<file path="src/rtl/gene_attractor_finder_pkg.sv">
// Shared types and constants for the gene-network attractor finder:
// result-kind encodings, the control FSM state type and update-rule selectors.
package gene_net_pkg;

    // Result classification reported on res_kind.
    localparam logic [1:0] KIND_FIXED = 2'b00;
    localparam logic [1:0] KIND_CYCLE = 2'b01;
    localparam logic [1:0] KIND_OVF   = 2'b10;

    // Update-rule selectors for the MODE parameter.
    localparam int MODE_ROTL   = 0;
    localparam int MODE_RULE90 = 1;

    // Control FSM states.
    typedef enum logic [1:0] {
        ST_IDLE   = 2'd0,
        ST_STEP   = 2'd1,
        ST_REPORT = 2'd2
    } state_t;

endpackage

</file>
<file path="src/rtl/gene_attractor_finder_rule.sv">
// Combinational next-state function of the gene network.
// MODE_ROTL   : rotate-left ring.
// MODE_RULE90 : x'[i] = x[(i-1) mod N] ^ x[(i+1) mod N].
module gene_net_rule
    import gene_net_pkg::*;
#(
    parameter int N    = 8,
    parameter int MODE = MODE_ROTL
) (
    input  logic [N-1:0] i_x,
    output logic [N-1:0] o_nx
);

    // Select the ring update at elaboration time; only one rule is built.
    if (MODE == MODE_RULE90) begin : g_rule90
        for (genvar i = 0; i < N; i++) begin : g_bit
            assign o_nx[i] = i_x[(i + N - 1) % N] ^ i_x[(i + 1) % N];
        end
    end else begin : g_rotl
        assign o_nx = {i_x[N-2:0], i_x[N-1]};
    end

endmodule

</file>
<file path="src/rtl/gene_attractor_finder.sv">
// Gene-network attractor finder: iterates a Boolean ring network from an
// initial state, keeps every visited state in a history buffer and reports
// the first revisited state as a fixed point, a cycle, or overflow when no
// state repeats within D steps.
// Optional feature macro: GENE_SWEEP_EN adds sweep_go / sweep_done, which
// classify every initial value 0 .. 2^N-1 in order through the result port.
module gene_attractor_finder
    import gene_net_pkg::*;
#(
    parameter int N    = 8,
    parameter int D    = 16,
    parameter int MODE = MODE_ROTL
) (
    input  logic                   clk,
    input  logic                   rst,
`ifdef GENE_SWEEP_EN
    input  logic                   sweep_go,
    output logic                   sweep_done,
`endif
    input  logic                   start_valid,
    output logic                   start_ready,
    input  logic [N-1:0]           init_val,
    output logic                   res_valid,
    input  logic                   res_ready,
    output logic [1:0]             res_kind,
    output logic [N-1:0]           res_init,
    output logic [N-1:0]           res_state,
    output logic [$clog2(D+1)-1:0] res_cyc_len,
    output logic [$clog2(D+1)-1:0] res_trans_len
);

    localparam int CW = $clog2(D + 1);
    localparam int IW = $clog2(D);
    localparam logic [CW-1:0] DEPTH = CW'(D);

    state_t        r_state;
    state_t        w_state_next;
    logic [N-1:0]  r_x;
    logic [N-1:0]  w_nx;
    logic [N-1:0]  w_launch_val;
    logic [CW-1:0] r_count;
    logic [CW-1:0] w_hit_idx;
    logic [CW-1:0] w_cyc_len;
    logic          w_hit;
    logic          w_launch;
    logic          w_start_ready;
    logic          w_res_hs;
    logic          w_grow;
    logic [N-1:0]  r_hist [D];

    logic [1:0]    r_res_kind;
    logic [N-1:0]  r_res_init;
    logic [N-1:0]  r_res_state;
    logic [CW-1:0] r_res_cyc;
    logic [CW-1:0] r_res_trans;

`ifdef GENE_SWEEP_EN
    logic          r_sweep_active;
    logic          r_sweep_done;
    logic [N-1:0]  r_sweep_val;
`endif

    gene_net_rule #(
        .N    (N),
        .MODE (MODE)
    ) u_rule (
        .i_x  (r_x),
        .o_nx (w_nx)
    );

    assign w_res_hs  = (r_state == ST_REPORT) && res_ready;
    assign w_cyc_len = r_count - w_hit_idx;
    assign w_grow    = (r_state == ST_STEP) && !w_hit && (r_count != DEPTH);

    // Launch arbitration: decides whether IDLE starts a run and with what value.
    always_comb begin
        w_launch      = 1'b0;
        w_launch_val  = init_val;
        w_start_ready = 1'b0;
`ifdef GENE_SWEEP_EN
        // A running sweep, or a sweep_go, takes the slot ahead of start_valid.
        if (r_state == ST_IDLE) begin
            if (r_sweep_active) begin
                w_launch     = 1'b1;
                w_launch_val = r_sweep_val;
            end else if (sweep_go) begin
                w_launch     = 1'b1;
                w_launch_val = '0;
            end else begin
                w_start_ready = 1'b1;
                w_launch      = start_valid;
            end
        end
`else
        if (r_state == ST_IDLE) begin
            w_start_ready = 1'b1;
            w_launch      = start_valid;
        end
`endif
    end

    // Parallel compare of the next state against all valid history entries.
    // History entries are distinct, so at most one index can match.
    always_comb begin
        w_hit     = 1'b0;
        w_hit_idx = '0;
        for (int k = 0; k < D; k++) begin
            if ((CW'(k) < r_count) && (r_hist[k] == w_nx)) begin
                w_hit     = 1'b1;
                w_hit_idx = CW'(k);
            end
        end
    end

    // FSM state register.
    // NOTE: sequential state uses non-blocking (<=) so every flop samples pre-edge values.
    always_ff @(posedge clk) begin
        if (rst) begin
            r_state <= ST_IDLE;
        end else begin
            r_state <= w_state_next;
        end
    end

    // FSM next-state logic; a hit wins over overflow on the last step.
    always_comb begin
        w_state_next = r_state;
        unique case (r_state)
            ST_IDLE:   if (w_launch) w_state_next = ST_STEP;
            ST_STEP:   if (w_hit || (r_count == DEPTH)) w_state_next = ST_REPORT;
            ST_REPORT: if (res_ready) w_state_next = ST_IDLE;
            default:   w_state_next = ST_IDLE;
        endcase
    end

    // Run datapath: current state, step count and the registered result.
    always_ff @(posedge clk) begin
        if (rst) begin
            r_x         <= '0;
            r_count     <= '0;
            r_res_kind  <= KIND_FIXED;
            r_res_init  <= '0;
            r_res_state <= '0;
            r_res_cyc   <= '0;
            r_res_trans <= '0;
        end else if (w_launch) begin
            r_x        <= w_launch_val;
            r_count    <= CW'(1);
            r_res_init <= w_launch_val;
        end else if (r_state == ST_STEP) begin
            if (w_hit) begin
                r_res_state <= w_nx;
                r_res_trans <= w_hit_idx;
                r_res_cyc   <= w_cyc_len;
                r_res_kind  <= (w_cyc_len == CW'(1)) ? KIND_FIXED : KIND_CYCLE;
            end else if (r_count == DEPTH) begin
                r_res_state <= w_nx;
                r_res_trans <= DEPTH;
                r_res_cyc   <= '0;
                r_res_kind  <= KIND_OVF;
            end else begin
                r_x     <= w_nx;
                r_count <= r_count + CW'(1);
            end
        end
    end

    // History buffer writes: entry 0 at launch, then one entry per miss.
    // NOTE: the history array has no reset; entries at or above r_count are never compared.
    always_ff @(posedge clk) begin
        if (w_launch) begin
            r_hist[0] <= w_launch_val;
        end else if (w_grow) begin
            r_hist[r_count[IW-1:0]] <= w_nx;
        end
    end

`ifdef GENE_SWEEP_EN
    // Sweep sequencer: walks init values 0 .. 2^N-1, one run per handshake.
    always_ff @(posedge clk) begin
        if (rst) begin
            r_sweep_active <= 1'b0;
            r_sweep_done   <= 1'b0;
            r_sweep_val    <= '0;
        end else begin
            r_sweep_done <= 1'b0;
            if ((r_state == ST_IDLE) && !r_sweep_active && sweep_go) begin
                r_sweep_active <= 1'b1;
                r_sweep_val    <= '0;
            end else if (w_res_hs && r_sweep_active) begin
                if (r_sweep_val == {N{1'b1}}) begin
                    r_sweep_active <= 1'b0;
                    r_sweep_done   <= 1'b1;
                end else begin
                    r_sweep_val <= r_sweep_val + N'(1);
                end
            end
        end
    end

    assign sweep_done = r_sweep_done;
`endif

    assign start_ready   = w_start_ready;
    assign res_valid     = (r_state == ST_REPORT);
    assign res_kind      = r_res_kind;
    assign res_init      = r_res_init;
    assign res_state     = r_res_state;
    assign res_cyc_len   = r_res_cyc;
    assign res_trans_len = r_res_trans;

endmodule

</file>
<file path="config.mk">
export PLATFORM = sky130hd
export DESIGN_NAME = gene_attractor_finder
export DESIGN_NICKNAME = d
export VERILOG_FILES = /design/src/rtl/gene_attractor_finder_pkg.sv /design/src/rtl/gene_attractor_finder_rule.sv /design/src/rtl/gene_attractor_finder.sv
export SDC_FILE = /design/constraint.sdc
export NUM_CORES = 1
export LEC_CHECK = 0
export CAP_MARGIN = 20
export CORE_MARGIN = 2
export CORE_UTILIZATION = 32
export CTS_CLUSTER_DIAMETER = 150
export CTS_CLUSTER_SIZE = 24
export DETAILED_ROUTE_END_ITERATION = 10
export GPL_ROUTABILITY_DRIVEN = 0
export PLACE_DENSITY_LB_ADDON = 0.12
export RECOVER_POWER = 25
export SYNTH_ARGS = -nofsm -noshare
export SYNTH_HDL_FRONTEND = slang
export SYNTH_SLANG_ARGS = --single-unit
</file>
<file path="constraint.sdc">
create_clock -name clk -period 5.85 [get_ports clk]
set_input_delay 1.4625 -clock clk [delete_from_list [all_inputs] [get_ports clk]]
set_output_delay 1.4625 -clock clk [all_outputs]
set_load 0.02 [all_outputs]
</file>
==> impl_results.md, run 1 <==
- Status: finished, final reports clean
- Setup TNS: 0 ps
- Final Net Count: between 700 and 800
- Lkg Pwr: 3.23 nW
- Crit-path max FO: 17
- Largest net degree at the start of global routing: 29
- Synth Cell Area: about 8000 sq um
- Fin. max-slew vios: 0
- Final min period: 4680 ps
- Yosys warning count: 0
- Final setup fails: 0
- CP bufs+invs: 2
- # hold bufs at CTS: 0
- FP Rows: 57
- Layout Skew: 12.1 ps
- GR Layer Usage met1: between 20 and 30%
- Core area: 24500 sq um
- Synth area leaders: edfxtp_1, dfxtp_1, xor2_1
- Number of synthesized flops with an enable pin: 128
- Max Clk Rate: 213 MHz
- Detailed-route DRC error count: 0
- Slowest stage cell, crit path: nor4_1
- I/O pin count: between 40 and 50
- Top cells by count, synth: edfxtp_1, xor2_1, xnor2_1
- Top Usage Layer GRT: met2
- Sink Count: between 150 and 200
- RSZ-0062 raised after global routing: false
- Post-Syn Nets: 667
- Post-synth top area cell: edfxtp_1
- Hold Path Class: reg -> reg
- Delay-heaviest family, CP: simple AND/OR/NAND/NOR gates
- Final WL: approximately 25 mm
- Drt via density: between 5 and 6
- Vias: 5314
- CTS tree: built
- Clock latency on the worst-skew pair: 430 ps
- Max incr delay on CP: 800 ps
- Max Cap Viol: 0
- Layout cell share with drive strength beyond 1: 11.1%
- Met3 GRT Util: 3.31%
- Vias in the first global route: 5446
- Antenna Nets Post-Route: 0
- DR iter-0 viols: around 500
- Met2 Usage GRT: 31.7%
- Most numerous cell in the Yosys netlist: edfxtp_1
- Cells after Synth: 648
- Syn avg cell area: roughly 12 sq um
- Die Width: around 160 um
- Post-synthesis cell type count: 54
- Overall Power: 2.88 mW
- DIE AREA: 26400 sq um
- Clock transition at path regs: 70 ps
- Antenna fix cells: 0
- Total track usage: 19.3%
- Worst setup margin: approximately 1200 ps
- Synth top area share: approximately 48%
- Clock Tree Buf Depth: 2
- Tcrit/Tclk final: 80.1%
- Synth Flop Type: edfxtp_1
- Final hold vios: 0
- Share of flip-flops with an asynchronous set or reset: 0%
- Dpl ws: 1560 ps
- Syn-to-layout area delta: 19.0%
- DRT Pass-1 Iters: 5
- WP data required: 6030 ps
- DPL Wire Length: 17.7 mm
- Least-Margin Pin Slew: ~1100 ps
- VDD IR max: 0.120 mV
- First-pass GRT wire length: 36.4 mm
- WS Path Type: reg -> reg
- Die Y-Extent: 162 um
- Root Buffer: clkbuf_16
- Initial Utilization: 32.8%
- Setup bufs post-CTS: 0
- WL/cell: 23.8 um
- Initial antenna violation count: 1
- WP data arrival: 4860 ps
- Number of gates resized after cts: 0
- Crit. End Element: flip-flop
- CP Launch Type: flip-flop
- Total CTS buffers: 17
- Slew margin rel.: 25.5%
- H-tree depth: 4
- Total grt overflow: 0
- Pwr dens: 301 nW/um^2
- CP cell instances: clkbuf_1 -> xor2_1 -> nor4_1 -> o211ai_1 -> nand4b_1 -> nor3_1 -> nand2_1 -> o21ai_1 -> buf_4
- Post-synthesis sequential area ratio: 58.3%
- Synthesized flop and latch total: 170
- IO Port Bufs: 41
[stage by stage]
stage	util, %	cell area, sq um	instances	hold slack (ps)
2_1_floorplan	-	8030	648	535
3_5_place_dp	36.5	8920	1005	453
4_1_cts	39.1	9560	1036	463
6_report	39.1	9560	1037	459
5_1_grt	39.1	9560	1037	486
3_3_place_gp	35.7	8730	994	444
[final timing paths]
path	start	to	slack, ps	depth (start not counted)
worst max-delay path	r_x[7]	r_hist[0][4]	1170	9
worst min-delay path	res_init[7]	res_init[7]	460	2
worst max register to register	r_x[7]	r_hist[0][4]	1170	9
worst min register to register	res_init[7]	res_init[7]	460	2
[kinds of logic after synthesis]
logic type      count (synthesis)  synth area share (%)
buf+inv                        67                  5.08
mux                             8                 0.997
flops                         170                  58.3
simple gates                  165                  11.7
xor+xnor                      131                  14.4
fa+ha+maj                       7                  1.18
compound gates                100                  8.33
[cells in the final DEF, fill, tap and decap left out, drive strengths merged, types with 2 or more instances in the layout]
master	Yosys	layout
edfxtp	128	128
xor2	66	66
xnor2	65	65
dfxtp	42	42
nand2	33	33
a21oi	31	31
dlygate4sd3	0	31
inv	27	31
buf	28	27
clkbuf	11	22
nand2b	20	20
nor4	20	20
o21ai	20	20
nor3	18	18
nand3	17	17
nor2	16	16
nand4	15	15
o211ai	12	12
o32ai	11	11
clkdlybuf4s50	0	10
o31a	8	8
mux2i	8	8
ha	6	6
clkinv	1	5
or3	4	4
nor2b	4	4
bufinv	0	4
a31oi	4	4
and4b	4	4
a211oi	3	3
a41oi	2	2
o311ai	2	2
and2	2	2
o21ba	2	2
and4	2	2
o31ai	2	2
or4	2	2
a21o	2	2
and3	2	2
clkinvlp	0	2
[final cells by class]
| class | count | area, sq um |
|---|---|---|
| clock buffers | 17 | 425 |
| clock inverters | 14 | 215 |
| fillers | 2327 | 14900 |
| inverters | 28 | 105 |
| multi-input cells | 411 | 2980 |
| flip-flops and latches | 170 | 4680 |
| well taps | 324 | 405 |
| repair buffers | 73 | 746 |
[worst reg2reg max path, stage by stage, from the launching register on]
cell,delay (ps)
dfxtp_1,760
clkbuf_1,630
xor2_1,180
nor4_1,800
o211ai_1,310
nand4b_1,220
nor3_1,100
nand2_1,620
o21ai_1,490
buf_4,320
[per-layer routing]
layer	vias up	routed length (um)
li1	2455	-
met1	2647	11000
met2	164	11600
met3	46	1130
met4	2	995
met5	-	9
[power breakdown]
part | total, mW | internal [mW] | leakage, nW | switching [mW]
Clock | 1.24 | 0.725 | 0.305 | 0.516
Combinational | 0.274 | 0.0974 | 1.42 | 0.177
Sequential | 1.36 | 1.33 | 1.51 | 0.0347
[flip-flops by register name (all words and copies together) (netlist names), 4 cells and up]
signal	count
res_state	8
res_cyc_len	5
res_trans_len	4
r_x	8
r_hist	128
r_count	5
res_init	8
Note: power is estimated with default switching activity, not from simulation.
==> run 2, diff against run 1 <==
==> constraint.sdc (replaced) <==
create_clock -name clk -period 4.1 [get_ports clk]
set_input_delay 1.025 -clock clk [delete_from_list [all_inputs] [get_ports clk]]
set_output_delay 1.025 -clock clk [all_outputs]
set_load 0.02 [all_outputs]
==> run 2 against run 1 <==
Critical path depth increased by 3; power increased by 31%; register-to-register slack got worse by 780 ps; worst hold slack got worse by 8.7 ps; sequential power increased by 41%; core utilization decreased by 0.84 points; via count decreased by 2.5%; global-route usage decreased by 2.5 points; clock-buffer cell count increased by 1; critical endpoint is now res_kind[0]; largest cell class unchanged.
==> impl_results.md, run 2 (same netlist as run 1, synthesis figures left out) <==
- Tcrit/Tclk final: 90.6% (+11 points)
- Clock Tree Buf Depth: 2 (unchanged)
- Syn-to-layout area delta: 16.5%
- Number of gates resized after cts: 0 (unchanged)
- Layout cell share with drive strength beyond 1: 9.87% (-1.2 points)
- Final Net Count: 725 (+0.69%)
- RR Startpoint: r_count[2]
- Most frequent cells in the layout: edfxtp_1, xor2_1, xnor2_1, dfxtp_1, nand2_1
- Overall Power: 3.77 mW (+31%)
- Worst setup margin: 386 ps (-780 ps)
- Vias: 5183 (-2.5%)
- Final cell utilization of the core: 38.2% (-0.84 points)
- Lkg Pwr: 3.17 nW (-2.1%)
- Final min period: 3710 ps (-970 ps)
- Root Buffer: clkbuf_16
- Most common cell after layout, fill and taps aside: edfxtp_1
- WS Path Type: reg -> reg
- Drt via density: 4.97 (-3.0%)
- CP cell instances: or2_2 -> a21oi_1 -> nor3_1 -> nand2b_1 -> a31oi_1 -> o21ai_0 -> ha_1 -> a21o_1 -> a21oi_1 -> xor2_1 -> and4_1 -> o32ai_1
- Hold slack: 450 ps (-8.66 ps)
- Sink Count: 170 (unchanged)
- Total CTS buffers: 17 (unchanged)
- DIE AREA: 26400 sq um (unchanged)
- Total grt overflow: 0 (unchanged)
- DRT Pass-1 Iters: 4 (-1)
- Clock transition at path regs: 60 ps (about the same)
- Fin. max-slew vios: 0 (unchanged)
- Antenna fix cells: 0 (unchanged)
- Slew margin rel.: 14.0% (-12 points)
- Fillers: 2361 (+1.5%)
- VDD IR max: 0.219 mV (+82%)
- Detailed-route DRC error count: 0 (unchanged)
- Hold Path Class: reg -> reg
- Hold_sp: res_init[2]
- WL/cell: 20.6 um (-13%)
- RSZ-0062 raised after global routing: false
- WP data required: 4360 ps (-1670 ps)
- Die Y-Extent: 162 um (unchanged)
- Core area: 24500 sq um (unchanged)
- Largest net degree at the start of global routing: 33 (+14%)
- Antenna Nets Post-Route: 0 (unchanged)
- Delay-heaviest family, CP: simple AND/OR/NAND/NOR gates
- Final Cell Area: 9350 sq um (-2.1%)
- Max Cap Viol: 0 (unchanged)
- WP data arrival: 3980 ps (-880 ps)
- H-tree depth: 4 (unchanged)
- CP most frequent cell: a21oi_1
- # hold bufs at CTS: 0 (unchanged)
- Number of flip-flops in the largest register: 128 (unchanged)
- Top reg by flops: r_hist
- CP Launch Type: flip-flop
- Final hold vios: 0 (unchanged)
- Initial Utilization: 32.8% (unchanged)
- Final setup fails: 0 (unchanged)
- I/O pin count: 42 (unchanged)
- Total track usage: 16.9% (-2.5 points)
- Instance area at placement: 8860 sq um (-0.67%)
- FP Rows: 57 (unchanged)
- Max Clk Rate: 269 MHz (+26%)
- Clock latency on the worst-skew pair: 430 ps (about the same)
- DR iter-0 viols: 372 (-26%)
- Die Width: 162 um (unchanged)
- Status: finished, final reports clean
- Crit-path max FO: 24 (+7)
- Max incr delay on CP: 880 ps (+80 ps)
- Crit. End Element: flip-flop
- Final WL: 21.5 mm (-13%)
- IO Port Bufs: 41 (unchanged)
- Least-Margin Pin Slew: 1290 ps (+171 ps)
- Setup TNS: 0 ps (unchanged)
- Worst Setup SP: r_count[2]
- Cell Count, Final, Fillers Out: 1043 (+0.58%)
- First-pass GRT wire length: 33.0 mm (-9.4%)
- Vias in the first global route: 5254 (-3.5%)
- Dpl ws: 478 ps (-1080 ps)
- Layout Skew: 13.1 ps (+0.959 ps)
- CTS tree: built
- CP bufs+invs: 0 (-2)
- DPL Wire Length: 13.3 mm (-25%)
- Setup bufs post-CTS: 0 (unchanged)
- Initial antenna violation count: 0 (-1)
- Dpl cells: 1011 (+0.60%)
- Pwr dens: 403 nW/um^2 (+34%)
- Slowest stage cell, crit path: dfxtp_1
-- run 2: changes by cell type in the layout (fill, tap and decap cells not counted), sizes merged --
cell           previous run  this run
clkdlybuf4s50            10         9
clkbuf                   22        23
clkinvlp                  2         3
dlygate4sd3              31        32
bufinv                    4         0
clkinv                    5         8
buf                      27        32
-- run 2: worst register-to-register path, stage by stage (launching register included) --
cell and delay (ps):
dfxtp_1 880, or2_2 250, a21oi_1 80, nor3_1 490, nand2b_1 170, a31oi_1 60
o21ai_0 450, ha_1 330, a21o_1 190, a21oi_1 180, xor2_1 200, and4_1 200
o32ai_1 60
-- run 2: final cells by class --
class                   count  area (sq um)  area share (%)
inverters                  28           105            1.12
clock inverters            14          97.6            1.04
flip-flops and latches    170          4680            50.1
multi-input cells         411          2930            31.3
repair buffers             78           707            7.56
well taps                 324           405            4.33
clock buffers              18           429            4.59
-- run 2: path summary, 6_finish.rpt --
path / endpoint / slack, ps / cells past startpoint
hold / removal: res_init[2] / 450 / 2
setup / recovery: res_kind[0] / 390 / 12
setup reg to reg: res_kind[0] / 390 / 12
hold reg to reg: res_init[2] / 450 / 2
-- run 2: routing by layer --
layer / routed length [um] / GRT usage (%) / part of all wire, %
met5: 0 / 0 / 0
met4: 435 / 5.47 / 2.0
met3: 846 / 3.11 / 3.9
met2: 10300 / 28.1 / 48
met1: 9930 / 22.3 / 46
-- run 2: power breakdown --
part	internal [mW]	switching, mW
logic	0.133	0.257
clock network	0.776	0.689
registers	1.90	0.0198
total	2.81	0.966
==> run 3, diff against run 2 <==
--- a/config.mk
+++ b/config.mk
@@ -7,7 +7,7 @@
 export LEC_CHECK = 0
 export CAP_MARGIN = 20
 export CORE_MARGIN = 2
-export CORE_UTILIZATION = 32
+export CORE_UTILIZATION = 41
 export CTS_CLUSTER_DIAMETER = 150
 export CTS_CLUSTER_SIZE = 24
 export DETAILED_ROUTE_END_ITERATION = 10
==> run 3 against run 2 <==
Clock-buffer cell count is 1 lower; sequential power barely moved; power up 2.0%; clock power is 5% higher; global-route usage is 3.2 points higher; combinational power down 3%; first-iteration DRC count up 31%; clock skew decreased by 6.5 ps; fmax grew 2.1%; core utilization grew 10 points; via count is 0.69% lower; highest routed layer unchanged.
==> impl_results.md, run 3 (same netlist as run 1, synthesis figures left out) <==
- Status: finished, final reports clean
- Instance area at placement: 8760 sq um (-1.1%)
- Reg-to-reg setup timing slack: 460 ps (+80 ps)
- Crit-path max FO: 24 (unchanged)
- CP most frequent cell: a21oi_1
- Die Width: 144 um (-11%)
- Initial Utilization: 41.5% (+8.7 points)
- Max Cap Viol: 0 (unchanged)
- VDD IR max: 0.283 mV (+29%)
- Die Y-Extent: 144 um (-11%)
- Cell Count, Final, Fillers Out: 982 (-5.8%)
- Hold_sp: res_init[2]
- Hold slack: 453 ps (+2.75 ps)
- RR Startpoint: r_count[2]
- Detailed-route DRC error count: 0 (unchanged)
- Drt via density: 5.24 (+5.5%)
- Dpl cells: 947 (-6.3%)
- Lkg Pwr: 3.17 nW (+0.21%)
- Slew margin rel.: 12.9% (-1.0 points)
- IO Port Bufs: 41 (unchanged)
- Sink Count: 170 (unchanged)
- WS Path Type: reg -> reg
- DRT Pass-1 Iters: 5 (+1)
- DIE AREA: 20700 sq um (-21%)
- Min-Delay Path Depth: 2 (unchanged)
- CP cell instances: or2_2 -> a21oi_1 -> nor3_1 -> nand2b_1 -> a31oi_1 -> o21ai_0 -> ha_1 -> a21o_1 -> a21oi_1 -> xor2_1 -> and4_1 -> o32ai_1
- WP data arrival: 3900 ps (-80 ps)
- Final hold vios: 0 (unchanged)
- Dpl ws: 486 ps (+7.48 ps)
- Number of gates resized after cts: 0 (unchanged)
- Total CTS buffers: 17 (unchanged)
- Clock transition at path regs: 70 ps (about the same)
- Max incr delay on CP: 840 ps (-40 ps)
- Setup bufs post-CTS: 0 (unchanged)
- Initial antenna violation count: 0 (unchanged)
- FP Rows: 51 (-11%)
- Final min period: 3640 ps (-75.9 ps)
- Worst setup margin: 462 ps (+75.9 ps)
- Number of flip-flops in the largest register: 128 (unchanged)
- Fin. max-slew vios: 0 (unchanged)
- Hold Path Class: reg -> reg
- Worst r2r path cells: 12 (unchanged)
- Tcrit/Tclk final: 88.7% (-1.9 points)
- Antenna fix cells: 0 (unchanged)
- Most common cell after layout, fill and taps aside: edfxtp_1
- Pwr dens: 413 nW/um^2 (+2.4%)
- WL/cell: 20.0 um (-3.1%)
- Least-Margin Pin Slew: 1300 ps (+15.6 ps)
- WHS Endpoint: res_init[2]
- Crit. End Element: flip-flop
- CP Launch Type: flip-flop
- RSZ-0062 raised after global routing: false
- Final WL: 19.6 mm (-8.8%)
- Clock latency on the worst-skew pair: 420 ps (about the same)
- Antenna Nets Post-Route: 0 (unchanged)
- DPL Wire Length: 12.5 mm (-6.1%)
- Root Buffer: clkbuf_16
- Final setup fails: 0 (unchanged)
- Vias in the first global route: 5138 (-2.2%)
- Core area: 19300 sq um (-21%)
- Most frequent cells in the layout: edfxtp_1, xor2_1, xnor2_1, dfxtp_1, nand2_1
- CTS tree: built
- Layout Skew: 6.58 ps (-6.49 ps)
- Top reg by flops: r_hist
- RR Endpoint: res_kind[0]
- WP data required: 4360 ps (about the same)
- I/O pin count: 42 (unchanged)
- DR iter-0 viols: 489 (+31%)
- Overall Power: 3.85 mW (+2.0%)
- H-tree depth: 4 (unchanged)
- Total track usage: 20.1% (+3.2 points)
- Slowest stage cell, crit path: dfxtp_1
- Setup TNS: 0 ps (unchanged)
- Vias: 5147 (-0.69%)
- Final cell utilization of the core: 48.2% (+10 points)
- Total grt overflow: 0 (unchanged)
- Max Clk Rate: 275 MHz (+2.1%)
- Layout cell share with drive strength beyond 1: 10.7% (+0.86 points)
- Final Cell Area: 9320 sq um (-0.37%)
- Final Net Count: 723 (-0.28%)
- Clock Tree Buf Depth: 2 (unchanged)
- Syn-to-layout area delta: 16.0%
- Largest net degree at the start of global routing: 34 (+3.0%)
- # hold bufs at CTS: 0 (unchanged)
- First-pass GRT wire length: 30.4 mm (-7.7%)
run 3: cell count changes in the layout (fill, tap and decap cells not counted), moves of 3 or more:
cell      before  now
o21ai_2        0    7
o21ai_1        8    1
clkbuf_1       6    9
clkinv_1       5    2
buf_4         29   21
run 3: cell type report:
class,instances,area (sq um)
Clock buffer,17,425
Timing Repair Buffer,76,673
Sequential cell,170,4680
Inverter,28,105
Clock inverter,15,143
Multi-Input combinational cell,411,2960
Fill cell,1736,10000
Tap cell,265,332
run 3: critical path, delay by kind of cell (launching register included):
family / cells / cell delay [ps]
simple gates: 4 / 1000
flops: 1 / 840
fa+ha+maj: 1 / 350
compound gates: 6 / 1050
xor+xnor: 1 / 220
run 3: worst max path at each step:
stage	to	from	slack, ps
6_report	res_kind[0]	r_count[2]	460
5_1_grt	res_kind[0]	r_count[2]	120
4_1_cts	res_kind[0]	r_count[2]	460
3_5_place_dp	res_kind[0]	r_count[2]	490
3_3_place_gp	res_kind[0]	r_count[2]	530
2_1_floorplan	r_hist[11][0]	r_count[1]	1060
run 3: routing by layer:
metal | up-vias | wire [um] | GRT usage (%)
li1 | 2453 | - | -
met5 | - | 0 | 0
met4 | 0 | 616 | 9.29
met2 | 145 | 9250 | 32.1
met3 | 31 | 736 | 4.00
met1 | 2518 | 9030 | 26.5
run 3: power by group:
part | total [mW] | internal, mW | switching (mW) | leakage (nW)
logic | 0.378 | 0.131 | 0.247 | 1.39
clock network | 1.55 | 0.850 | 0.703 | 0.272
registers | 1.92 | 1.90 | 0.0198 | 1.51
